File: src/rtl/riscv_muldiv_unit_if.sv
// Request/response bundle for the iterative M-extension unit.
// The master side issues operations and consumes results; the unit is the slave.
interface riscv_muldiv_unit_if #(
  parameter int XLEN  = 32,
  parameter int TAG_W = 5
);
  logic             in_valid;
  logic             in_ready;
  logic [2:0]       in_op;
  logic [XLEN-1:0]  in_a;
  logic [XLEN-1:0]  in_b;
  logic [TAG_W-1:0] in_tag;
  logic             out_valid;
  logic             out_ready;
  logic [XLEN-1:0]  out_result;
  logic [TAG_W-1:0] out_tag;

  modport master (
    output in_valid, in_op, in_a, in_b, in_tag, out_ready,
    input  in_ready, out_valid, out_result, out_tag
  );

  modport slave (
    input  in_valid, in_op, in_a, in_b, in_tag, out_ready,
    output in_ready, out_valid, out_result, out_tag
  );
endinterface

File: src/rtl/riscv_muldiv_unit.sv
// Iterative RV32M/RV64M multiply/divide: radix-2 shift-add multiply, restoring divide,
// one bit per cycle on operand magnitudes with a sign fix-up on completion.
//
// state | meaning
// IDLE  | waiting for a request
// CALC  | iterating, one bit per cycle
// DONE  | holding the result until consumed
module riscv_muldiv_unit #(
  parameter int XLEN  = 32,
  parameter int TAG_W = 5
) (
  input  logic               clk,
  input  logic               rst,
  input  logic               flush,
  riscv_muldiv_unit_if.slave bus
);

  localparam int CW = (XLEN > 1) ? $clog2(XLEN) : 1;
  localparam logic [1:0] IDLE = 2'd0;
  localparam logic [1:0] CALC = 2'd1;
  localparam logic [1:0] DONE = 2'd2;

  logic [1:0]        state;
  logic [CW-1:0]     cnt;
  logic [2:0]        op_q;
  logic [TAG_W-1:0]  tag_q;
  logic              a_neg;
  logic              b_neg;
  logic [XLEN-1:0]   opnd;
  logic [2*XLEN-1:0] acc;

  logic              accept;
  logic              a_sgn_in;
  logic              b_sgn_in;
  logic              a_neg_in;
  logic              b_neg_in;
  logic [XLEN-1:0]   a_abs_in;
  logic [XLEN-1:0]   b_abs_in;
  logic              div_zero;
  logic              div_ovf;
  logic [XLEN-1:0]   fast_res;

  logic [XLEN:0]     mul_add;
  logic [XLEN:0]     mul_sum;
  logic [XLEN:0]     rem_sh;
  logic [XLEN:0]     rem_diff;
  logic [2*XLEN-1:0] acc_nxt;
  logic [2*XLEN-1:0] prod;
  logic [XLEN-1:0]   quo_raw;
  logic [XLEN-1:0]   rem_raw;
  logic [XLEN-1:0]   quo;
  logic [XLEN-1:0]   rmd;
  logic [XLEN-1:0]   calc_res;

  assign bus.in_ready = !rst && ((state == IDLE) || ((state == DONE) && bus.out_ready));
  assign accept       = bus.in_valid && bus.in_ready && !flush;

  // Signed operands: a for MULH/MULHSU/DIV/REM, b for MULH/DIV/REM.
  assign a_sgn_in = (bus.in_op == 3'b001) || (bus.in_op == 3'b010) ||
                    (bus.in_op == 3'b100) || (bus.in_op == 3'b110);
  assign b_sgn_in = (bus.in_op == 3'b001) || (bus.in_op == 3'b100) || (bus.in_op == 3'b110);
  assign a_neg_in = a_sgn_in && bus.in_a[XLEN-1];
  assign b_neg_in = b_sgn_in && bus.in_b[XLEN-1];
  assign a_abs_in = a_neg_in ? -bus.in_a : bus.in_a;
  assign b_abs_in = b_neg_in ? -bus.in_b : bus.in_b;

  assign div_zero = bus.in_op[2] && (bus.in_b == '0);
  assign div_ovf  = bus.in_op[2] && !bus.in_op[0] && (bus.in_b == '1) &&
                    (bus.in_a == {1'b1, {(XLEN-1){1'b0}}});

  always_comb begin
    fast_res = '0;
    if (div_zero)
      fast_res = bus.in_op[1] ? bus.in_a : '1;
    else
      fast_res = bus.in_op[1] ? '0 : bus.in_a;
  end

  // acc holds {partial product, multiplier} for multiply and {remainder, dividend/quotient} for divide.
  always_comb begin
    mul_add  = acc[0] ? {1'b0, opnd} : {(XLEN+1){1'b0}};
    mul_sum  = {1'b0, acc[2*XLEN-1:XLEN]} + mul_add;
    rem_sh   = {acc[2*XLEN-1:XLEN], acc[XLEN-1]};
    rem_diff = rem_sh - {1'b0, opnd};
    acc_nxt  = {mul_sum, acc[XLEN-1:1]};
    if (op_q[2]) begin
      if (rem_diff[XLEN])
        acc_nxt = {rem_sh[XLEN-1:0], acc[XLEN-2:0], 1'b0};
      else
        acc_nxt = {rem_diff[XLEN-1:0], acc[XLEN-2:0], 1'b1};
    end
    prod     = (a_neg ^ b_neg) ? -acc_nxt : acc_nxt;
    quo_raw  = acc_nxt[XLEN-1:0];
    rem_raw  = acc_nxt[2*XLEN-1:XLEN];
    quo      = (a_neg ^ b_neg) ? -quo_raw : quo_raw;
    rmd      = a_neg ? -rem_raw : rem_raw;
    calc_res = '0;
    case (op_q)
      3'b000:                 calc_res = prod[XLEN-1:0];
      3'b001, 3'b010, 3'b011: calc_res = prod[2*XLEN-1:XLEN];
      3'b100, 3'b101:         calc_res = quo;
      default:                calc_res = rmd;
    endcase
  end

  always_ff @(posedge clk) begin
    if (rst) begin
      state          <= IDLE;
      cnt            <= '0;
      op_q           <= '0;
      tag_q          <= '0;
      a_neg          <= 1'b0;
      b_neg          <= 1'b0;
      opnd           <= '0;
      acc            <= '0;
      bus.out_valid  <= 1'b0;
      bus.out_result <= '0;
      bus.out_tag    <= '0;
    end else if (flush) begin
      state         <= IDLE;
      cnt           <= '0;
      bus.out_valid <= 1'b0;
    end else begin
      case (state)
        IDLE, DONE: begin
          if (accept) begin
            op_q  <= bus.in_op;
            tag_q <= bus.in_tag;
            a_neg <= a_neg_in;
            b_neg <= b_neg_in;
            opnd  <= bus.in_op[2] ? b_abs_in : a_abs_in;
            acc   <= {{XLEN{1'b0}}, (bus.in_op[2] ? a_abs_in : b_abs_in)};
            cnt   <= '0;
            if (div_zero || div_ovf) begin
              state          <= DONE;
              bus.out_valid  <= 1'b1;
              bus.out_result <= fast_res;
              bus.out_tag    <= bus.in_tag;
            end else begin
              state         <= CALC;
              bus.out_valid <= 1'b0;
            end
          end else if (state == DONE && bus.out_ready) begin
            state         <= IDLE;
            bus.out_valid <= 1'b0;
          end
        end
        CALC: begin
          acc <= acc_nxt;
          cnt <= cnt + CW'(1);
          if (cnt == CW'(XLEN-1)) begin
            state          <= DONE;
            bus.out_valid  <= 1'b1;
            bus.out_result <= calc_res;
            bus.out_tag    <= tag_q;
          end
        end
        default: state <= IDLE;
      endcase
    end
  end

endmodule

File: src/flat_wrapper.sv
// flat-port wrapper written by rule: the top's interface ports become plain ports
module riscv_muldiv_unit_flat 
#(
  parameter int XLEN  = 32,
  parameter int TAG_W = 5
)
  (clk, rst, flush, bus_in_valid, bus_in_op, bus_in_a, bus_in_b, bus_in_tag, bus_out_ready, bus_in_ready, bus_out_valid, bus_out_result, bus_out_tag);
  riscv_muldiv_unit_if #(.XLEN(XLEN), .TAG_W(TAG_W)) bus_i ();
  input  logic clk;
  input  logic rst;
  input  logic flush;
  input wire logic [$bits(bus_i.in_valid)-1:0] bus_in_valid;
  input wire logic [$bits(bus_i.in_op)-1:0] bus_in_op;
  input wire logic [$bits(bus_i.in_a)-1:0] bus_in_a;
  input wire logic [$bits(bus_i.in_b)-1:0] bus_in_b;
  input wire logic [$bits(bus_i.in_tag)-1:0] bus_in_tag;
  input wire logic [$bits(bus_i.out_ready)-1:0] bus_out_ready;
  output wire logic [$bits(bus_i.in_ready)-1:0] bus_in_ready;
  output wire logic [$bits(bus_i.out_valid)-1:0] bus_out_valid;
  output wire logic [$bits(bus_i.out_result)-1:0] bus_out_result;
  output wire logic [$bits(bus_i.out_tag)-1:0] bus_out_tag;
  assign bus_i.in_valid = bus_in_valid;
  assign bus_i.in_op = bus_in_op;
  assign bus_i.in_a = bus_in_a;
  assign bus_i.in_b = bus_in_b;
  assign bus_i.in_tag = bus_in_tag;
  assign bus_i.out_ready = bus_out_ready;
  assign bus_in_ready = bus_i.in_ready;
  assign bus_out_valid = bus_i.out_valid;
  assign bus_out_result = bus_i.out_result;
  assign bus_out_tag = bus_i.out_tag;
  riscv_muldiv_unit #(.XLEN(XLEN), .TAG_W(TAG_W)) u_core (.clk(clk), .rst(rst), .flush(flush), .bus(bus_i));
endmodule
File: config.mk
export PLATFORM = sky130hd
export DESIGN_NAME = riscv_muldiv_unit_flat
export DESIGN_NICKNAME = d
export VERILOG_FILES = /design/src/rtl/riscv_muldiv_unit_if.sv /design/src/rtl/riscv_muldiv_unit.sv /design/src/flat_wrapper.sv
export SDC_FILE = /design/constraint.sdc
export NUM_CORES = 1
export LEC_CHECK = 0
export BUFFER_PORTS_ARGS = -buffer_cell sky130_fd_sc_hd__buf_2
export CAP_MARGIN = 20
export CORE_AREA = 2 2 222 224
export CTS_BUF_LIST = sky130_fd_sc_hd__clkbuf_2 sky130_fd_sc_hd__clkbuf_4 sky130_fd_sc_hd__clkbuf_8
export DETAILED_ROUTE_END_ITERATION = 12
export DIE_AREA = 0 0 224 226
export PLACE_DENSITY_LB_ADDON = 0.15
export SYNTH_ARGS = -nofsm -noshare
export SYNTH_HDL_FRONTEND = slang
export SYNTH_SLANG_ARGS = --single-unit
File: constraint.sdc
create_clock -name clk -period 8.1 [get_ports clk]
set_input_delay 2.025 -clock clk [delete_from_list [all_inputs] [get_ports clk]]
set_output_delay 2.025 -clock clk [all_outputs]
set_load 0.005 [all_outputs]
==> results.txt, run 1 <==
Outcome: complete, no violations
Initial antenna violation count: 3
Dpl cells: 2994
Wirelength, routed: 73000 µm
Largest stage delay, worst path: 0.55 ns
Static leakage: 6.83 nW
CP bufs+invs: 2
Syn Inst Count: 2391
Post-synth EDFFs: 0
Sequential fraction of the synthesis area: 0.180
Worst-Margin Slew: 1.05 ns
Post-CTS Setup Bufs: 0
Clock tree sinks: 151
Min-delay worst type: register to register
RSZ-0062 raised after global routing: no
DR iter-0 viols: 2031
Skew final: 0.0256 ns
Netlist area before placement: 0.0168 mm²
Die width: 224 µm
# IOs: 116
Final nets: 2541
Number of port buffers: 115
Final Hold Fails: 0
Area Growth Syn to Fin: 8.44%
Reg clk slew, reported paths: 0.12 ns
Share of cells above drive strength 1: 0.105
Avg Inst Size Synth: 7.01 µm²
Routed Antenna Nets: 0
Max Cap Viol: 0
Ys flop type: dfxtp_1
Routed vias: 18500
DRC viols: 0
Initial cell density of the core: 0.347
CTS tree: done
Fin Hold WS: 0.462 ns
Async set-reset flop share out of synthesis: 0
Critical-path top delay cell: or4_1
Critical Path RT: 8.51 ns
Max Fclk: 153 MHz
Max Slew Vio Count: 0
Core area: 0.0483 mm²
Total Neg Setup Slack: 0 ns
Power Total: 2.26 mW
Wire per inst: 24.1 µm
Clock Path Buffers: 2
Worst skew pair latency: 0.50 ns
First-pass DRT Iterations: 5
Estimated wirelength of the detail-placed design: 56100 µm
CP delay by family, top: simple AND/OR/NAND/NOR gates
Max-Slew Margin vs Limit: 0.294
Critical Path Fanout Max: 9
Synth Warn #: 0
Root buffer cell: clkbuf_8
# diodes: 0
Cts hold-fix bufs: 0
Max VDD drop: 0.0998 mV
Post-CTS resize count: 0
Cell Pwr Density: 125 mW/mm²
Seq cells post-synth: 151
CTS buffer count: 17
Htree depth: 4
Gpl congestion: 0.976
Chip height: 226 µm
Mapped Nets: 2541
Largest net degree at the start of global routing: 85
Crit share post-route: 0.808
Util after Layout: 0.376
Die area: 0.0506 mm²
Setup violators final: 0
GR Util All Layers: 0.281
First-pass GRT wire length: 107000 µm
Synth unique cells: 101
Final Non-Filler Cells: 3026
Worst Path Arrival: 6.96 ns
Number of global-route vias before repair: 16800
Vias per cell: 6.13
Crit Path Category: register to register
Fin crit period: 6.54 ns
CP Capture Type: register
Grt ovf: 0
FP Rows: 81
CP startpoint kind: register
[placed cells by master, fill, tap and decap left out, types with 12 or more instances in the layout]
master | netlist | final
xnor2_1 | 97 | 96
nand2b_1 | 15 | 13
a211oi_1 | 31 | 31
o21ai_0 | 167 | 166
maj3_1 | 24 | 24
a21o_1 | 24 | 24
clkbuf_8 | 0 | 18
a221oi_1 | 15 | 15
nand2_1 | 267 | 267
or4_1 | 13 | 13
nand4_1 | 35 | 35
buf_4 | 3 | 38
buf_2 | 23 | 113
inv_1 | 55 | 55
o31ai_1 | 20 | 20
o211ai_1 | 81 | 81
a22oi_1 | 32 | 32
or3_1 | 23 | 23
xor2_1 | 86 | 85
nor2b_1 | 22 | 22
o22ai_1 | 12 | 12
nor2_1 | 272 | 268
nand3_1 | 43 | 43
and3_1 | 25 | 24
a31oi_1 | 41 | 41
nor3_1 | 62 | 62
and2_1 | 45 | 45
a21oi_1 | 204 | 203
nor4_1 | 32 | 32
dfxtp_1 | 151 | 150
ha_1 | 71 | 71
mux2i_1 | 79 | 79
[sequential cells by signal, summed over array words and instances (netlist names)]
signal	count
u_core.cnt	5
u_core.bus.out_tag	5
u_core.op_q	3
u_core.state	2
u_core.acc	64
u_core.a_neg	1
u_core.bus.out_valid	1
u_core.b_neg	1
u_core.bus.out_result	32
u_core.tag_q	5
u_core.opnd	32
[worst min-delay path, cell delays in order, from the launching register on]
cell and delay [ns]:
dfxtp_1 0.32, nand2_1 0.05, a21oi_1 0.05
[layer usage]
layer | global-route usage | vias to the layer above | wire length [µm]
met4 | 0.132 | 0 | 3560
li1 | - | 8736 | -
met5 | 0 | - | 0
met3 | 0.0308 | 119 | 5170
met1 | 0.397 | 8913 | 32900
met2 | 0.424 | 780 | 31400
[cell families after synthesis]
group	share of synthesized area
multiplexers	0.0492
adder cells (fa/ha/maj)	0.0697
AND/OR/NAND/NOR	0.258
flip-flops	0.180
XOR/XNOR	0.0956
AO/OA/AOI/OAI	0.291
buffers and inverters	0.0558
[per-stage QoR]
stage | instance area, µm² | worst slack, ns
global route | 18200 | 1.13
detailed placement | 17800 | 1.72
global placement | 17800 | 1.80
floorplan | 16800 | 2.02
CTS | 18200 | 1.70
finish | 18200 | 1.56
[synthesized netlist by cell type, drive strengths merged, types with 14 or more instances]
library cell	instances	area [µm²]
nor2	273	1030
nand2	268	1010
a21oi	208	1060
o21ai	176	892
dfxtp	151	3020
clkbuf	122	459
xnor2	97	850
xor2	86	753
o211ai	82	629
mux2i	79	791
ha	71	888
nor3	64	337
inv	56	210
buf	50	265
and2	47	294
nand3	44	225
a31oi	42	269
nand4	35	219
nor4	35	246
a211oi	32	245
a22oi	32	240
and3	25	156
a21o	24	180
maj3	24	240
or3	24	155
nor2b	22	138
o31ai	21	171
a221oi	15	131
nand2b	15	93.8
o41ai	14	171
or2	14	87.6
or4	14	109
[final cells by class]
class	count	area, µm²
Fill cell	5207	30200
Multi-Input combinational cell	2012	12900
Clock buffer	19	255
Inverter	56	210
Tap cell	622	778
Clock inverter	13	163
Sequential cell	151	3030
Timing Repair Buffer	153	881
[worst paths after layout]
kind / slack [ns] / start / end / cells past startpoint
worst max register to register: 1.56 / u_core.acc[31]$_SDFFE_PP0P_ / u_core.bus.out_result[30]$_SDFFE_PP0P_ / 26
worst min-delay path: 0.46 / u_core.tag_q[3]$_SDFFE_PP0P_ / u_core.tag_q[3]$_SDFFE_PP0P_ / 2
worst min register to register: 0.46 / u_core.tag_q[3]$_SDFFE_PP0P_ / u_core.tag_q[3]$_SDFFE_PP0P_ / 2
worst max-delay path: 1.56 / u_core.acc[31]$_SDFFE_PP0P_ / u_core.bus.out_result[30]$_SDFFE_PP0P_ / 26
[power by group]
group | internal, mW | switching, mW
registers | 0.758 | 0.0203
logic | 0.258 | 0.565
clock network | 0.297 | 0.365
total | 1.31 | 0.951
(Power assumes the default switching activity.)
==> run 2, diff against run 1 <==
clock period = 5.25 ns   (was 8.1 ns; I/O delays follow)
==> run 2 against run 1 <==
  * The run now ends with setup timing left
  * Critical path depth fell by 5
  * Count of clock-buffer cells in the layout did not move
  * Clock power rose by 54%
  * Routed wire length rose by 3.4%
  * Combinational power rose by 71%
  * Register-to-register slack got worse by 1.6 ns
  * Hold slack got worse by 0.0016 ns
  * Sequential cell count did not move
  * Sequential power rose by 54%
  * Clock skew fell by 0.0087 ns
  * Largest cell class unchanged
==> results.txt, run 2 (same netlist as run 1, synthesis figures left out) <==
Switching share of power: 0.406 (-0.0138)
Cts hold-fix bufs: 0 (unchanged)
First-pass GRT wire length: 112000 µm (+4.2%)
Worst skew pair latency: 0.52 ns (+0.02 ns)
Hold Crit Depth: 2 (unchanged)
Max Slew Vio Count: 0 (unchanged)
CP startpoint kind: register
R2R Path End: u_core.bus.out_result[5]$_SDFFE_PP0P_
Fin crit period: 5.26 ns (-1.28 ns)
Final Non-Filler Cells: 3190 (+5.4%)
Clock network fraction of total power: 0.281 (-0.012)
Vias per cell: 6.02 (-1.8%)
Chip height: 226 µm (unchanged)
RSZ-0062 raised after global routing: yes
Worst Setup SP: u_core.acc[31]$_SDFFE_PP0P_
Biggest register: u_core.acc
Failing checks: setup timing
Estimated wirelength of the detail-placed design: 59600 µm (+6.2%)
Switching pwr: 1.48 mW (+55%)
Commonest non-fill, non-tap cell in the layout: nor2_1
Clock tree sinks: 151 (unchanged)
Initial cell density of the core: 0.347 (unchanged)
Final worst slack: -0.0104 ns (-1.57 ns)
Largest net degree at the start of global routing: 85 (unchanged)
CTS buffer count: 17 (unchanged)
Share of cells above drive strength 1: 0.177 (+0.0720)
Crit Path Category: register to register
Internal: 2.16 mW (+64%)
Power Total: 3.63 mW (+61%)
Number of port buffers: 115 (unchanged)
Die area: 0.0506 mm² (unchanged)
# IOs: 116 (unchanged)
Critical Path RT: 5.63 ns (-2.88 ns)
Worst hold start: u_core.bus.out_result[3]$_SDFFE_PP0P_
DR iter-0 viols: 1968 (-3.1%)
Cell Pwr Density: 185 mW/mm² (+48%)
Reg2reg setup slack: -0.01 ns (-1.57 ns)
Grt ovf: 0 (unchanged)
Fin Hold WS: 0.460 ns (-0.00162 ns)
Max Cap Viol: 0 (unchanged)
Number of global-route vias before repair: 17600 (+4.7%)
Wire per inst: 23.7 µm (-1.9%)
Reg power frac: 0.330 (-0.014)
Pre-CTS setup slack: -0.0619 ns (-1.78 ns)
Max VDD drop: 0.150 mV (+50%)
Die width: 224 µm (unchanged)
Skew final: 0.0169 ns (-0.00874 ns)
Post-placement cell area: 0.0190 mm² (+7.1%)
Area Growth Syn to Fin: 17.5%
Most frequent cells in the layout: 267 x nor2_1, 266 x nand2_1, 202 x buf_4
Final nets: 2705 (+6.5%)
Crit share post-route: 1.00 (+0.194)
Worst Path Arrival: 5.64 ns (-1.32 ns)
Clock Path Buffers: 2 (unchanged)
Worst hold path endpoint: u_core.bus.out_result[3]$_SDFFE_PP0P_
Min-delay worst type: register to register
Core area: 0.0483 mm² (unchanged)
FP Rows: 81 (unchanged)
Total Neg Setup Slack: -0.0104 ns (-0.0104 ns)
Max-Slew Margin vs Limit: 0.305 (+0.0102)
Dpl cells: 3154 (+5.3%)
Reg2reg start: u_core.acc[31]$_SDFFE_PP0P_
Root buffer cell: clkbuf_8
Htree depth: 4 (unchanged)
Worst-Margin Slew: 1.04 ns (-0.00668 ns)
Util after Layout: 0.407 (+0.0313)
Outcome: finished with violations
Setup violators final: 1 (+1)
GR Util All Layers: 0.292 (+0.0115)
Critical Path Fanout Max: 26 (+17)
Max Fclk: 190 MHz (+24%)
Largest registers: u_core.acc: 64 flops, u_core.bus.out_result: 32 flops, u_core.opnd: 32 flops
Initial antenna violation count: 3 (unchanged)
Final Hold Fails: 0 (unchanged)
Reg clk slew, reported paths: 0.10 ns (-0.02 ns)
CP Capture Type: register
Logic gate share of total power: 0.389 (+0.025)
Gpl congestion: 0.971 (-0.48%)
Routed Antenna Nets: 0 (unchanged)
Reg2Reg Depth: 21 (-19%)
Wirelength, routed: 75500 µm (+3.4%)
CTS tree: done
Routed vias: 19200 (+3.5%)
DRC viols: 0 (unchanged)
First-pass DRT Iterations: 6 (+1)
Largest register FFs: 64 (unchanged)
Static leakage: 7.69 nW (+13%)
Design area: 0.0197 mm² (+8.3%)
-- run 2: worst max-delay path by stage --
stage,slack [ns],cells past startpoint,end
floorplan,-0.24,28,u_core.bus.out_result[30]$_SDFFE_PP0P_
global placement,-0.07,21,u_core.bus.out_result[24]$_SDFFE_PP0P_
detailed placement,-0.06,26,u_core.bus.out_result[18]$_SDFFE_PP0P_
CTS,0.0009,25,u_core.bus.out_result[18]$_SDFFE_PP0P_
global route,-0.24,26,u_core.bus.out_result[30]$_SDFFE_PP0P_
finish,-0.01,21,u_core.bus.out_result[5]$_SDFFE_PP0P_
-- run 2: routing by layer --
| metal | global-route usage | vias to the layer above | wire (µm) |
|---|---|---|---|
| li1 | - | 9052 | - |
| met1 | 0.407 | 9278 | 34300 |
| met2 | 0.461 | 745 | 33500 |
| met3 | 0.0301 | 117 | 4730 |
| met4 | 0.118 | 0 | 3030 |
| met5 | 0 | - | 0 |
-- run 2: critical path, cell delays in order (launching register included) --
cell,delay (ns)
dfxtp_2,0.33
inv_2,0.07
ha_4,0.13
inv_2,0.04
fa_2,0.39
a211oi_4,0.26
o211a_1,0.25
nor2_4,0.07
buf_4,0.13
o21ai_2,0.24
a21boi_4,0.11
buf_4,0.25
o31ai_1,0.76
nor3_1,0.14
buf_4,0.21
and2_0,0.33
a21oi_1,0.25
xor2_1,0.09
a21oi_1,0.58
a21oi_1,0.28
a21oi_1,0.17
nor2_1,0.05
-- run 2: power by group through the flow --
stage	clock network, mW	registers [mW]	logic (mW)
floorplan	0	1.21	0.839
global placement	0	1.22	1.35
detailed placement	0	1.22	1.35
CTS	1.03	1.20	1.37
global route	1.07	1.20	1.51
finish	1.02	1.20	1.41
-- run 2: repair_timing --
item | in CTS | in global routing
endpoints found under the setup margin | 4 | 21
pin swaps | 8 | 15
buffers inserted | 2 | 2
cloned | 0 | 0
resized for setup | 13 | 27
-- run 2: final cells by class --
class                      instances  area (µm²)
antenna                            1        2.50
clock buffer                      19         249
clock inverter                    12         168
fill                            5076       28700
inverter                          56         210
multi-input combinational       2012       13100
sequential                       151        3030
tap                              622         778
timing repair buffer             317        2110
==> run 3, diff against run 2 <==
--- a/config.mk
+++ b/config.mk
@@ -13,4 +13,5 @@
 export DIE_AREA = 0 0 224 226
 export PLACE_DENSITY_LB_ADDON = 0.15
+export RECOVER_POWER = 50
 export SYNTH_ARGS = -nofsm -noshare
 export SYNTH_HDL_FRONTEND = slang
==> constraint.sdc (replaced) <==
create_clock -name clk -period 5.25 [get_ports clk]
set_input_delay 1.3125 -clock clk [delete_from_list [all_inputs] [get_ports clk]]
set_output_delay 1.3125 -clock clk [all_outputs]
set_load 0.1 [all_outputs]
==> run 3 against run 2 <==
  * The run ends with capacitance limit, slew limit left
  * Hold slack hardly changed
  * Cell area is 0.42% higher
  * Die area unchanged
  * Clock skew rose by 0.0023 ns
  * Routed wire length up 0.37%
  * Final cell count is 0.28% higher
  * First-iteration DRC count shrank 2.8%
  * Setup slack gained 0.028 ns
  * Non-clock buffer count is 9 higher
  * Sequential cell count unchanged
  * Clock power is essentially flat
==> results.txt, run 3 (same netlist as run 1, synthesis figures left out) <==
Outcome: finished with violations
Failing checks: capacitance limit, slew limit
Max Cap Viol: 1 (+1)
First-pass GRT wire length: 112000 µm (+0.53%)
Static leakage: 7.55 nW (-1.8%)
Initial antenna violation count: 0 (-3)
Reg clk slew, reported paths: 0.09 ns (about the same)
Final Hold Fails: 0 (unchanged)
Hold Crit Depth: 2 (unchanged)
Area Growth Syn to Fin: 18.0%
CP startpoint kind: register
Setup violators final: 0 (-1)
Clock tree sinks: 151 (unchanged)
DRC viols: 0 (unchanged)
Max Fclk: 191 MHz (+0.53%)
Most frequent cells in the layout: 265 x nor2_1, 264 x nand2_1, 204 x buf_4
# diodes: 0 (-1)
CTS buffer count: 17 (unchanged)
Reg2reg setup slack: 0.02 ns (+0.03 ns)
Number of port buffers: 115 (unchanged)
Estimated wirelength of the detail-placed design: 59800 µm (+0.41%)
DR iter-0 viols: 1913 (-2.8%)
Htree depth: 4 (unchanged)
Post-placement cell area: 0.0189 mm² (-0.46%)
Die area: 0.0506 mm² (unchanged)
Dpl cells: 3139 (-0.48%)
Max Slew Vio Count: 55 (+55)
Min-delay worst type: register to register
CP Capture Type: register
Commonest non-fill, non-tap cell in the layout: nor2_1
R2R Path End: u_core.bus.out_result[30]$_SDFFE_PP0P_
Chip height: 226 µm (unchanged)
Grt ovf: 0 (unchanged)
# IOs: 116 (unchanged)
Skew final: 0.0192 ns (+0.00230 ns)
Worst hold path endpoint: u_core.tag_q[1]$_SDFFE_PP0P_
Total Neg Setup Slack: 0 ns (+0.0104 ns)
Root buffer cell: clkbuf_8
Final nets: 2714 (+0.33%)
Critical Path RT: 5.63 ns (about the same)
Clock Path Buffers: 2 (unchanged)
Routed vias: 19100 (-0.67%)
Gpl congestion: 0.972 (about the same)
Die width: 224 µm (unchanged)
Largest register FFs: 64 (unchanged)
Number of global-route vias before repair: 17700 (+0.75%)
RSZ-0062 raised after global routing: yes
Busiest layer in global routing: met2
Max VDD drop: 0.178 mV (+18%)
Grt met2 use: 0.462 (+0.00180)
Routed Antenna Nets: 0 (unchanged)
Design area: 0.0198 mm² (+0.42%)
Cell Pwr Density: 187 mW/mm² (+1.1%)
Vias per cell: 5.96 (-0.95%)
GR Util All Layers: 0.295 (+0.00267)
Core area: 0.0483 mm² (unchanged)
FP Rows: 81 (unchanged)
Reg2reg start: u_core.acc[31]$_SDFFE_PP0P_
Largest registers: u_core.acc: 64 flops, u_core.bus.out_result: 32 flops, u_core.opnd: 32 flops
Worst skew pair latency: 0.54 ns (+0.02 ns)
Share of cells above drive strength 1: 0.168 (-0.00922)
Worst Path Arrival: 5.61 ns (-0.03 ns)
Fillers: 5107 (+0.61%)
Worst-Margin Slew: 2.02 ns (+0.981 ns)
CTS tree: done
Wire per inst: 23.7 µm (about the same)
Critical Path Fanout Max: 5 (-81%)
Met1 Use GR: 0.405 (-0.00199)
Crit Path Category: register to register
Biggest register: u_core.acc
Worst hold start: u_core.tag_q[1]$_SDFFE_PP0P_
Largest net degree at the start of global routing: 117 (+38%)
Final Non-Filler Cells: 3199 (+0.28%)
Met3 GRT Util: 0.0345 (+0.00442)
Max-Slew Margin vs Limit: -0.348 (-0.652)
Crit share post-route: 0.997 (-0.00524)
Reg2Reg Depth: 26 (+24%)
Wirelength, routed: 75800 µm (+0.37%)
Fin crit period: 5.23 ns (-0.0275 ns)
First-pass DRT Iterations: 6 (unchanged)
Initial cell density of the core: 0.347 (unchanged)
[run 3: what timing repair did]
item                                    4_1_cts  5_1_grt
pin swaps                                     7       27
gates cloned                                  0        0
hold endpoints to repair                      0        0
endpoints found under the setup margin        6       22
gates resized for setup                       3       53
setup buffers                                14       14
hold buffers                                  0        0
[run 3: per-layer routing]
| layer | vias to the layer above | share of wire |
|---|---|---|
| met5 | - | 0 |
| li1 | 9089 | - |
| met2 | 680 | 0.45 |
| met4 | 0 | 0.044 |
| met3 | 116 | 0.060 |
| met1 | 9179 | 0.45 |
[run 3: how the worst max path moves through the flow]
stage                                     start                                      to  slack [ns]  cells after the start
floorplan           u_core.acc[31]$_SDFFE_PP0P_  u_core.bus.out_result[30]$_SDFFE_PP0P_       -0.24                     28
global placement    u_core.acc[31]$_SDFFE_PP0P_  u_core.bus.out_result[30]$_SDFFE_PP0P_       -0.12                     26
detailed placement  u_core.acc[31]$_SDFFE_PP0P_  u_core.bus.out_result[30]$_SDFFE_PP0P_       -0.17                     26
CTS                 u_core.acc[31]$_SDFFE_PP0P_  u_core.bus.out_result[30]$_SDFFE_PP0P_       -0.04                     26
global route        u_core.acc[31]$_SDFFE_PP0P_  u_core.bus.out_result[30]$_SDFFE_PP0P_       -0.20                     26
finish              u_core.acc[31]$_SDFFE_PP0P_  u_core.bus.out_result[30]$_SDFFE_PP0P_        0.02                     26
[run 3: report_power, final]
part | switching, mW | internal (mW)
clock | 0.530 | 0.493
sequential | 0.0267 | 1.17
combinational | 0.935 | 0.536
total | 1.49 | 2.20
[run 3: critical path, cell delays in order, from the launching register on]
cell      delay, ns
dfxtp_2        0.33
inv_2          0.07
ha_4           0.13
inv_2          0.03
fa_2           0.37
a211oi_4       0.28
o211a_4        0.24
nor2_4         0.05
o21a_4         0.20
nor3_4         0.17
nor2_4         0.07
a21oi_2        0.17
ha_2           0.22
nor3b_4        0.21
o221ai_2       0.12
nor2_1         0.14
and3_1         0.19
and3_4         0.19
nor2b_4        0.17
nand2_4        0.06
or4_4          0.43
or3_4          0.39
o41ai_4        0.26
xor2_1         0.19
o221ai_1       0.13
o211ai_1       0.16
a211oi_1       0.10
[run 3: layout make-up]
class | instances | area, µm² | share of cell area
Clock buffer | 20 | 256 | 0.0130
Clock inverter | 12 | 166 | 0.00842
Inverter | 56 | 210 | 0.0106
Multi-Input combinational cell | 2012 | 13200 | 0.667
Sequential cell | 151 | 3030 | 0.153
Tap cell | 622 | 778 | 0.0394
Timing Repair Buffer | 326 | 2140 | 0.108
[run 3: metrics by stage]
| stage | power, mW | hold slack [ns] | utilization | setup WS (ns) |
|---|---|---|---|---|
| 3_3_place_gp | 2.58 | 0.442 | 0.392 | -0.116 |
| 4_1_cts | 3.64 | 0.460 | 0.403 | -0.0408 |
| 5_1_grt | 3.85 | 0.484 | 0.409 | -0.200 |
| 6_report | 3.69 | 0.460 | 0.409 | 0.0171 |
| 2_1_floorplan | 2.06 | 0.423 | - | -0.238 |
| 3_5_place_dp | 2.58 | 0.446 | 0.392 | -0.172 |
